**src/rtl/axi_lite_mem_slave_if.sv**
```systemverilog
// AXI-lite bus bundle for axi_lite_mem_slave: AW/W/B write channels and AR/R read channels.
// The master modport drives requests, the slave modport answers them.
interface axi_lite_mem_slave_if #(
    parameter int DATA_W = 32,
    parameter int ADDR_W = 7
);
    logic                  aw_valid;
    logic                  aw_ready;
    logic [ADDR_W-1:0]     aw_addr;
    logic                  w_valid;
    logic                  w_ready;
    logic [DATA_W-1:0]     w_data;
    logic [DATA_W/8-1:0]   w_strb;
    logic                  b_valid;
    logic                  b_ready;
    logic [1:0]            b_resp;
    logic                  ar_valid;
    logic                  ar_ready;
    logic [ADDR_W-1:0]     ar_addr;
    logic                  r_valid;
    logic                  r_ready;
    logic [DATA_W-1:0]     r_data;
    logic [1:0]            r_resp;

    modport master (
        output aw_valid, aw_addr, w_valid, w_data, w_strb, b_ready,
               ar_valid, ar_addr, r_ready,
        input  aw_ready, w_ready, b_valid, b_resp, ar_ready, r_valid, r_data, r_resp
    );

    modport slave (
        input  aw_valid, aw_addr, w_valid, w_data, w_strb, b_ready,
               ar_valid, ar_addr, r_ready,
        output aw_ready, w_ready, b_valid, b_resp, ar_ready, r_valid, r_data, r_resp
    );
endinterface

```
**src/rtl/axi_lite_mem_slave.sv**
```systemverilog
// AXI-lite word-addressed memory slave with byte strobes and independent read/write paths.
// Define AXI_SLV_ERR_EN to answer out-of-range indices with SLVERR instead of wrapping modulo DEPTH.
module axi_lite_mem_slave #(
    parameter int DATA_W = 32,
    parameter int ADDR_W = 7,
    parameter int DEPTH  = 32
) (
    input  logic                  clk,
    input  logic                  reset,
    axi_lite_mem_slave_if.slave   bus
);

    localparam int STRB_W = DATA_W / 8;
    localparam int OFF_W  = $clog2(STRB_W);
    localparam int IDX_W  = ADDR_W - OFF_W;
    localparam int MEM_AW = (DEPTH > 1) ? $clog2(DEPTH) : 1;

    localparam logic [1:0] RESP_OKAY   = 2'b00;
    localparam logic [1:0] RESP_SLVERR = 2'b10;

    typedef enum logic {
        R_IDLE,
        R_RESP
    } rState_t;

    logic [DATA_W-1:0] mem [DEPTH];

    logic              awHeld_q, awHeld_d;
    logic [IDX_W-1:0]  awWord_q, awWord_d;
    logic              wHeld_q,  wHeld_d;
    logic [DATA_W-1:0] wData_q,  wData_d;
    logic [STRB_W-1:0] wStrb_q,  wStrb_d;
    logic              bValid_q, bValid_d;
    logic [1:0]        bResp_q,  bResp_d;

    rState_t           rState_q, rState_d;
    logic [DATA_W-1:0] rData_q,  rData_d;
    logic [1:0]        rResp_q,  rResp_d;

    logic              awReady, wReady, arReady, rValid;
    logic              commit;
    logic [IDX_W-1:0]  arWord;
    logic [MEM_AW-1:0] awIdx, arIdx;
    logic              awInRange, arInRange;
    logic              unusedAddrBits;

    // Wrapping keeps every array access legal even when the error feature reports the index as bad.
    function automatic logic [MEM_AW-1:0] wrapIndex(input logic [IDX_W-1:0] word);
        return MEM_AW'(32'(word) % 32'(DEPTH));
    endfunction

    assign arWord = bus.ar_addr[ADDR_W-1:OFF_W];
    assign awIdx  = wrapIndex(awWord_q);
    assign arIdx  = wrapIndex(arWord);
    assign commit = awHeld_q && wHeld_q;

    assign unusedAddrBits = ^{bus.aw_addr[OFF_W-1:0], bus.ar_addr[OFF_W-1:0]};

`ifdef AXI_SLV_ERR_EN
    assign awInRange = 32'(awWord_q) < 32'(DEPTH);
    assign arInRange = 32'(arWord)   < 32'(DEPTH);
`else
    assign awInRange = 1'b1;
    assign arInRange = 1'b1;
`endif

    // Write path: AW and W are parked independently, committed together one cycle after both are held.
    always_comb begin
        awHeld_d = awHeld_q;
        awWord_d = awWord_q;
        wHeld_d  = wHeld_q;
        wData_d  = wData_q;
        wStrb_d  = wStrb_q;
        bValid_d = bValid_q;
        bResp_d  = bResp_q;
        awReady  = !awHeld_q && !bValid_q;
        wReady   = !wHeld_q && !bValid_q;

        if (bus.aw_valid && awReady) begin
            awHeld_d = 1'b1;
            awWord_d = bus.aw_addr[ADDR_W-1:OFF_W];
        end
        if (bus.w_valid && wReady) begin
            wHeld_d = 1'b1;
            wData_d = bus.w_data;
            wStrb_d = bus.w_strb;
        end
        if (commit) begin
            awHeld_d = 1'b0;
            wHeld_d  = 1'b0;
            bValid_d = 1'b1;
            bResp_d  = awInRange ? RESP_OKAY : RESP_SLVERR;
        end
        if (bValid_q && bus.b_ready) begin
            bValid_d = 1'b0;
        end
    end

    // Read path: the array is sampled at the AR handshake, so a same-edge commit is not yet visible.
    always_comb begin
        rState_d = rState_q;
        rData_d  = rData_q;
        rResp_d  = rResp_q;
        arReady  = 1'b0;
        rValid   = 1'b0;

        case (rState_q)
            R_IDLE: begin
                arReady = 1'b1;
                if (bus.ar_valid) begin
                    rState_d = R_RESP;
                    rData_d  = arInRange ? mem[arIdx] : '0;
                    rResp_d  = arInRange ? RESP_OKAY : RESP_SLVERR;
                end
            end
            R_RESP: begin
                rValid = 1'b1;
                if (bus.r_ready) begin
                    rState_d = R_IDLE;
                end
            end
            default: begin
                rState_d = R_IDLE;
            end
        endcase
    end

    always_ff @(posedge clk or posedge reset) begin
        if (reset) begin
            awHeld_q <= 1'b0;
            awWord_q <= '0;
            wHeld_q  <= 1'b0;
            wData_q  <= '0;
            wStrb_q  <= '0;
            bValid_q <= 1'b0;
            bResp_q  <= RESP_OKAY;
            rState_q <= R_IDLE;
            rData_q  <= '0;
            rResp_q  <= RESP_OKAY;
        end else begin
            awHeld_q <= awHeld_d;
            awWord_q <= awWord_d;
            wHeld_q  <= wHeld_d;
            wData_q  <= wData_d;
            wStrb_q  <= wStrb_d;
            bValid_q <= bValid_d;
            bResp_q  <= bResp_d;
            rState_q <= rState_d;
            rData_q  <= rData_d;
            rResp_q  <= rResp_d;
        end
    end

    // Array contents survive reset; an asynchronous reset clears the holds so no partial commit happens.
    always_ff @(posedge clk) begin
        if (commit && awInRange) begin
            for (int i = 0; i < STRB_W; i++) begin
                if (wStrb_q[i]) begin
                    mem[awIdx][8*i +: 8] <= wData_q[8*i +: 8];
                end
            end
        end
    end

    assign bus.aw_ready = awReady;
    assign bus.w_ready  = wReady;
    assign bus.b_valid  = bValid_q;
    assign bus.b_resp   = bResp_q;
    assign bus.ar_ready = arReady;
    assign bus.r_valid  = rValid;
    assign bus.r_data   = rData_q;
    assign bus.r_resp   = rResp_q;

endmodule
```
**src/flat_wrapper.sv**
```systemverilog
// flat-port wrapper written by rule: the top's interface ports become plain ports
module axi_lite_mem_slave_flat 
#(
    parameter int DATA_W = 32,
    parameter int ADDR_W = 7,
    parameter int DEPTH  = 32
)
  (clk, reset, bus_aw_valid, bus_aw_addr, bus_w_valid, bus_w_data, bus_w_strb, bus_b_ready, bus_ar_valid, bus_ar_addr, bus_r_ready, bus_aw_ready, bus_w_ready, bus_b_valid, bus_b_resp, bus_ar_ready, bus_r_valid, bus_r_data, bus_r_resp);
  axi_lite_mem_slave_if #(.DATA_W(DATA_W), .ADDR_W(ADDR_W)) bus_i ();
  input  logic clk;
  input  logic reset;
  input wire logic [$bits(bus_i.aw_valid)-1:0] bus_aw_valid;
  input wire logic [$bits(bus_i.aw_addr)-1:0] bus_aw_addr;
  input wire logic [$bits(bus_i.w_valid)-1:0] bus_w_valid;
  input wire logic [$bits(bus_i.w_data)-1:0] bus_w_data;
  input wire logic [$bits(bus_i.w_strb)-1:0] bus_w_strb;
  input wire logic [$bits(bus_i.b_ready)-1:0] bus_b_ready;
  input wire logic [$bits(bus_i.ar_valid)-1:0] bus_ar_valid;
  input wire logic [$bits(bus_i.ar_addr)-1:0] bus_ar_addr;
  input wire logic [$bits(bus_i.r_ready)-1:0] bus_r_ready;
  output wire logic [$bits(bus_i.aw_ready)-1:0] bus_aw_ready;
  output wire logic [$bits(bus_i.w_ready)-1:0] bus_w_ready;
  output wire logic [$bits(bus_i.b_valid)-1:0] bus_b_valid;
  output wire logic [$bits(bus_i.b_resp)-1:0] bus_b_resp;
  output wire logic [$bits(bus_i.ar_ready)-1:0] bus_ar_ready;
  output wire logic [$bits(bus_i.r_valid)-1:0] bus_r_valid;
  output wire logic [$bits(bus_i.r_data)-1:0] bus_r_data;
  output wire logic [$bits(bus_i.r_resp)-1:0] bus_r_resp;
  assign bus_i.aw_valid = bus_aw_valid;
  assign bus_i.aw_addr = bus_aw_addr;
  assign bus_i.w_valid = bus_w_valid;
  assign bus_i.w_data = bus_w_data;
  assign bus_i.w_strb = bus_w_strb;
  assign bus_i.b_ready = bus_b_ready;
  assign bus_i.ar_valid = bus_ar_valid;
  assign bus_i.ar_addr = bus_ar_addr;
  assign bus_i.r_ready = bus_r_ready;
  assign bus_aw_ready = bus_i.aw_ready;
  assign bus_w_ready = bus_i.w_ready;
  assign bus_b_valid = bus_i.b_valid;
  assign bus_b_resp = bus_i.b_resp;
  assign bus_ar_ready = bus_i.ar_ready;
  assign bus_r_valid = bus_i.r_valid;
  assign bus_r_data = bus_i.r_data;
  assign bus_r_resp = bus_i.r_resp;
  axi_lite_mem_slave #(.DATA_W(DATA_W), .ADDR_W(ADDR_W), .DEPTH(DEPTH)) u_core (.clk(clk), .reset(reset), .bus(bus_i));
endmodule
```
**config.mk**
```make
export PLATFORM = sky130hd
export DESIGN_NAME = axi_lite_mem_slave_flat
export DESIGN_NICKNAME = d
export VERILOG_FILES = /design/src/rtl/axi_lite_mem_slave_if.sv /design/src/rtl/axi_lite_mem_slave.sv /design/src/flat_wrapper.sv
export SDC_FILE = /design/constraint.sdc
export NUM_CORES = 1
export LEC_CHECK = 0
export BUFFER_PORTS_ARGS = -buffer_cell sky130_fd_sc_hd__buf_2
export CORE_AREA = 2 2 333 335
export DETAILED_ROUTE_END_ITERATION = 6
export DIE_AREA = 0 0 335 337
export PLACE_DENSITY = 0.6
export SYNTH_ARGS = -nofsm -noshare
export SYNTH_HDL_FRONTEND = slang
export SYNTH_SLANG_ARGS = --single-unit
```
**constraint.sdc**
```tcl
create_clock -name clk -period 3.9 [get_ports clk]
set_input_delay 0.195 -clock clk [delete_from_list [all_inputs] [get_ports clk]]
set_output_delay 0.195 -clock clk [all_outputs]
set_load 0.005 [all_outputs]
```
==> flow_summary.yaml <==
outcome:
  status: "complete, no violations"
worst_setup_path:
  cp_num_buf_inv: 0
  critical_path.startpoint: "u_core.awWord_q[1]"
  arrival_ps: 3210
  critPathLaunchType: "flop"
  end_kind: "flop"
  path_delay_family: "simple AND/OR/NAND/NOR gates"
  cpMaxStageDelayCell: "nor2_1"
  rr_endpoint: "u_core.mem[26][11]"
  cp.required_ps: 4190
  cp_num_cells: 3
  path_cells: "nor2b_1 -> nand2_1 -> nor2_1"
  cp_max_fo: 8
  cpPeakStageDelay_ps: 910
  r2r_slack_ps: 980
  cp-endpoint: "u_core.mem[26][11]"
  ff2ff_path_depth: 3
  regToRegStartpoint: "u_core.awWord_q[1]"
  crit_type: "reg2reg"
pwr:
  swShare_pct: 26.5
  power_density_mw_per_mm2: 593
  switchingPower_mw: 7.70
  p_seq_share_pct: 58.9
  power_mw: 29.1
  leakagePower_nw: 17.0
  p_int_mw: 21.4
  pwr-share-comb_pct: 7.9
  ir_drop_mv: 0.351
  p_clk_share_pct: 33.2
routing:
  drt_iter0_markers: 1965
  wire_per_inst_um: 24.7
  drt.antenna.violating_nets: 0
  vias: 22000
  dr.pass1.iters: 7
  viasPerCell: 5.40
  routed_wl_um: 101000
  drc: 0
timing:
  slew_violations: 0
  holdWs_ps: 36.3
  report.final.hold_viol_count: 0
  clock_skew_ps: 34.9
  setup_ws_ps: 980
  maxSlewHeadroom_pct: 14.2
  tightestPinTransition_ps: 1290
  fin_tns_setup_ps: 0
  period_share_pct: 74.9
  finalSetupViolCount: 0
  fin_crit_ps: 2920
  rsz0062_at_grt: "false"
  max_freq_ghz: 0.342
clock_tree:
  numCtsBuffers: 108
  cts_tree: "done"
  clk_path_buf_depth: 3
  htreeDepth: 3
  clkTransAtPathRegs_ps: 60
  cts-root-buf: "clkbuf_16"
  cts.sinks: 1101
  insertion_delay_ps: 680
yosys:
  synthesis.instances: 2431
  synth_compound_area_share_pct: 7.66
  yosys_warnings: 0
  syn_area_per_cell_um2: 17.9
  synth_top_family_by_area: "multiplexers"
  ys_seq_elements: 1101
  seq_area_frac_synth_pct: 75.3
  synthMuxAreaShare_pct: 12.9
  ys_types: 35
  syn_area_mm2: 0.0434
  synth-simple-area-share_pct: 2.06
  synth_fa_ha_area_share_pct: 0
  synth_xor_area_share_pct: 0
global_route:
  grt_max_degree: 71
  antenna_found_initial: 0
  grt_remaining_overflow: 0
  grtUsageTotal_pct: 17.7
  first_global_vias: 22300
  grt_pass1_wl_um: 147000
layout:
  fin_nets: 2617
  drive_gt1_share_pct: 14.9
  area_growth_pct: 13.0
run:
  max-cap-violations: 0
die:
  die_h_um: 337
  core-area_mm2: 0.110
  start_util_pct: 39.6
  die_w_um: 335
  die_area_mm2: 0.113
  rows: 122
  num_io_pins: 98
min_path:
  hold_path.class: "in2reg"
placement:
  dp_hpwl_um: 60400
  dp_slack_ps: 1030
  place.gp.congestion: 0.787
  port_buffers: 89
## stage by stage
| stage | std cells | util, % | cell area (um^2) |
|---|---|---|---|
| 3_3_place_gp | 3832 | 41.4 | 45300 |
| 3_5_place_dp | 3832 | 41.4 | 45300 |
| 2_1_floorplan | 2434 | - | 43400 |
| 5_1_grt | 4075 | 44.7 | 49000 |
| 4_1_cts | 4075 | 44.7 | 49000 |
| 6_report | 4078 | 44.7 | 49000 |
## synthesized netlist by cell type (all sizes together)
| library cell | instances | share of area (%) |
|---|---|---|
| and2 | 4 | 0.058 |
| inv | 3 | 0.026 |
| nand3 | 4 | 0.046 |
| a21o | 1 | 0.017 |
| a22oi | 128 | 2.2 |
| nor2b | 4 | 0.058 |
| dfrtp | 77 | 4.4 |
| o21bai | 1 | 0.017 |
| conb | 1 | 0.0086 |
| nand2b | 2 | 0.029 |
| nand2 | 69 | 0.60 |
| and3b | 1 | 0.020 |
| buf | 73 | 1.2 |
| nor3 | 1 | 0.012 |
| and3 | 1 | 0.014 |
| a21oi | 64 | 0.74 |
| a22o | 64 | 1.3 |
| or2 | 1 | 0.014 |
| mux2 | 41 | 1.1 |
| clkbuf | 88 | 0.86 |
| o21ai | 1 | 0.012 |
| o22ai | 32 | 0.46 |
| nor2 | 134 | 1.2 |
| mux2i | 513 | 12 |
| o41ai | 32 | 1.2 |
| edfxtp | 1024 | 71 |
| nor3b | 3 | 0.052 |
| a221oi | 64 | 1.7 |
## cell families (layout without fill, tap and decap cells)
| logic type | after synthesis | after routing |
|---|---|---|
| other | 1 | 7 |
| AO/OA/AOI/OAI | 387 | 387 |
| buffers and inverters | 164 | 379 |
| AND/OR/NAND/NOR | 224 | 224 |
| flip-flops | 1101 | 1101 |
| multiplexers | 554 | 554 |
## sequential cells by signal, indices dropped and copies added (netlist names)
name,cells
u_core.awHeld_q,1
u_core.wData_q,32
u_core.mem,1024
u_core.wStrb_q,4
u_core.rState_q,1
u_core.wHeld_q,1
u_core.awWord_q,5
u_core.bus.b_valid,1
u_core.bus.r_data,32
## metal layers
metal / GRT usage, % / vias to the layer above / routed length [um] / share of wire (%)
met5: 0.511 / - / 84 / 0.083
met4: 6.23 / 3 / 3040 / 3.0
met3: 3.38 / 147 / 6520 / 6.5
met2: 28.7 / 654 / 47800 / 47
met1: 23.8 / 11300 / 43200 / 43
li1: - / 9960 / - / -
## cells in the final DEF (no fill, tap or decap), drive strengths merged, types with 4 or more instances in the layout
master / instances
a21oi: 64
a221oi: 64
a22o: 64
a22oi: 128
and2: 4
buf: 133
clkbuf: 140
clkinv: 50
clkinvlp: 7
conb: 4
dfrtp: 77
dlygate4sd3: 44
edfxtp: 1024
mux2: 41
mux2i: 513
nand2: 69
nand3: 4
nor2: 134
nor2b: 4
o22ai: 32
o41ai: 32
## power groups by stage
stage,registers [mW],clock network (mW),logic [mW]
after global placement,17.2,0,2.21
after floorplan,16.3,0,1.50
after CTS,17.2,9.81,2.31
after detailed placement,17.4,0,2.26
after global routing,17.4,10.3,2.46
final,17.1,9.64,2.31
## how the worst min path moves through the flow
stage	startpoint	end	cells after the start
finish	bus_aw_valid	u_core.awHeld_q	3
detailed placement	bus_r_ready	u_core.rState_q	2
floorplan	bus_b_ready	u_core.bus.b_valid	1
global placement	bus_r_ready	u_core.rState_q	2
CTS	bus_aw_valid	u_core.awHeld_q	3
global route	bus_aw_valid	u_core.awHeld_q	3
## worst register-to-register path, stage by stage (launching register included)
cell and delay [ps]:
dfrtp_1 510, nor2b_1 530, nand2_1 560, nor2_1 920
## final cells by class
class	instances	area, um^2
Fill cell	9370	60600
Clock inverter	59	343
Multi-Input combinational cell	1169	9870
Timing Repair Buffer	177	1430
Tap cell	1426	1780
Clock buffer	140	2930
Antenna cell	3	7.51
Inverter	3	13.8
Sequential cell	1101	32700
## what timing repair did
| item | in CTS | in global routing |
|---|---|---|
| hold buffers | 44 | 0 |
| hold endpoints to repair | 99 | 0 |
| gates resized for setup | 0 | 0 |
| buffers inserted | 0 | 0 |
(Power assumes the default switching activity.)
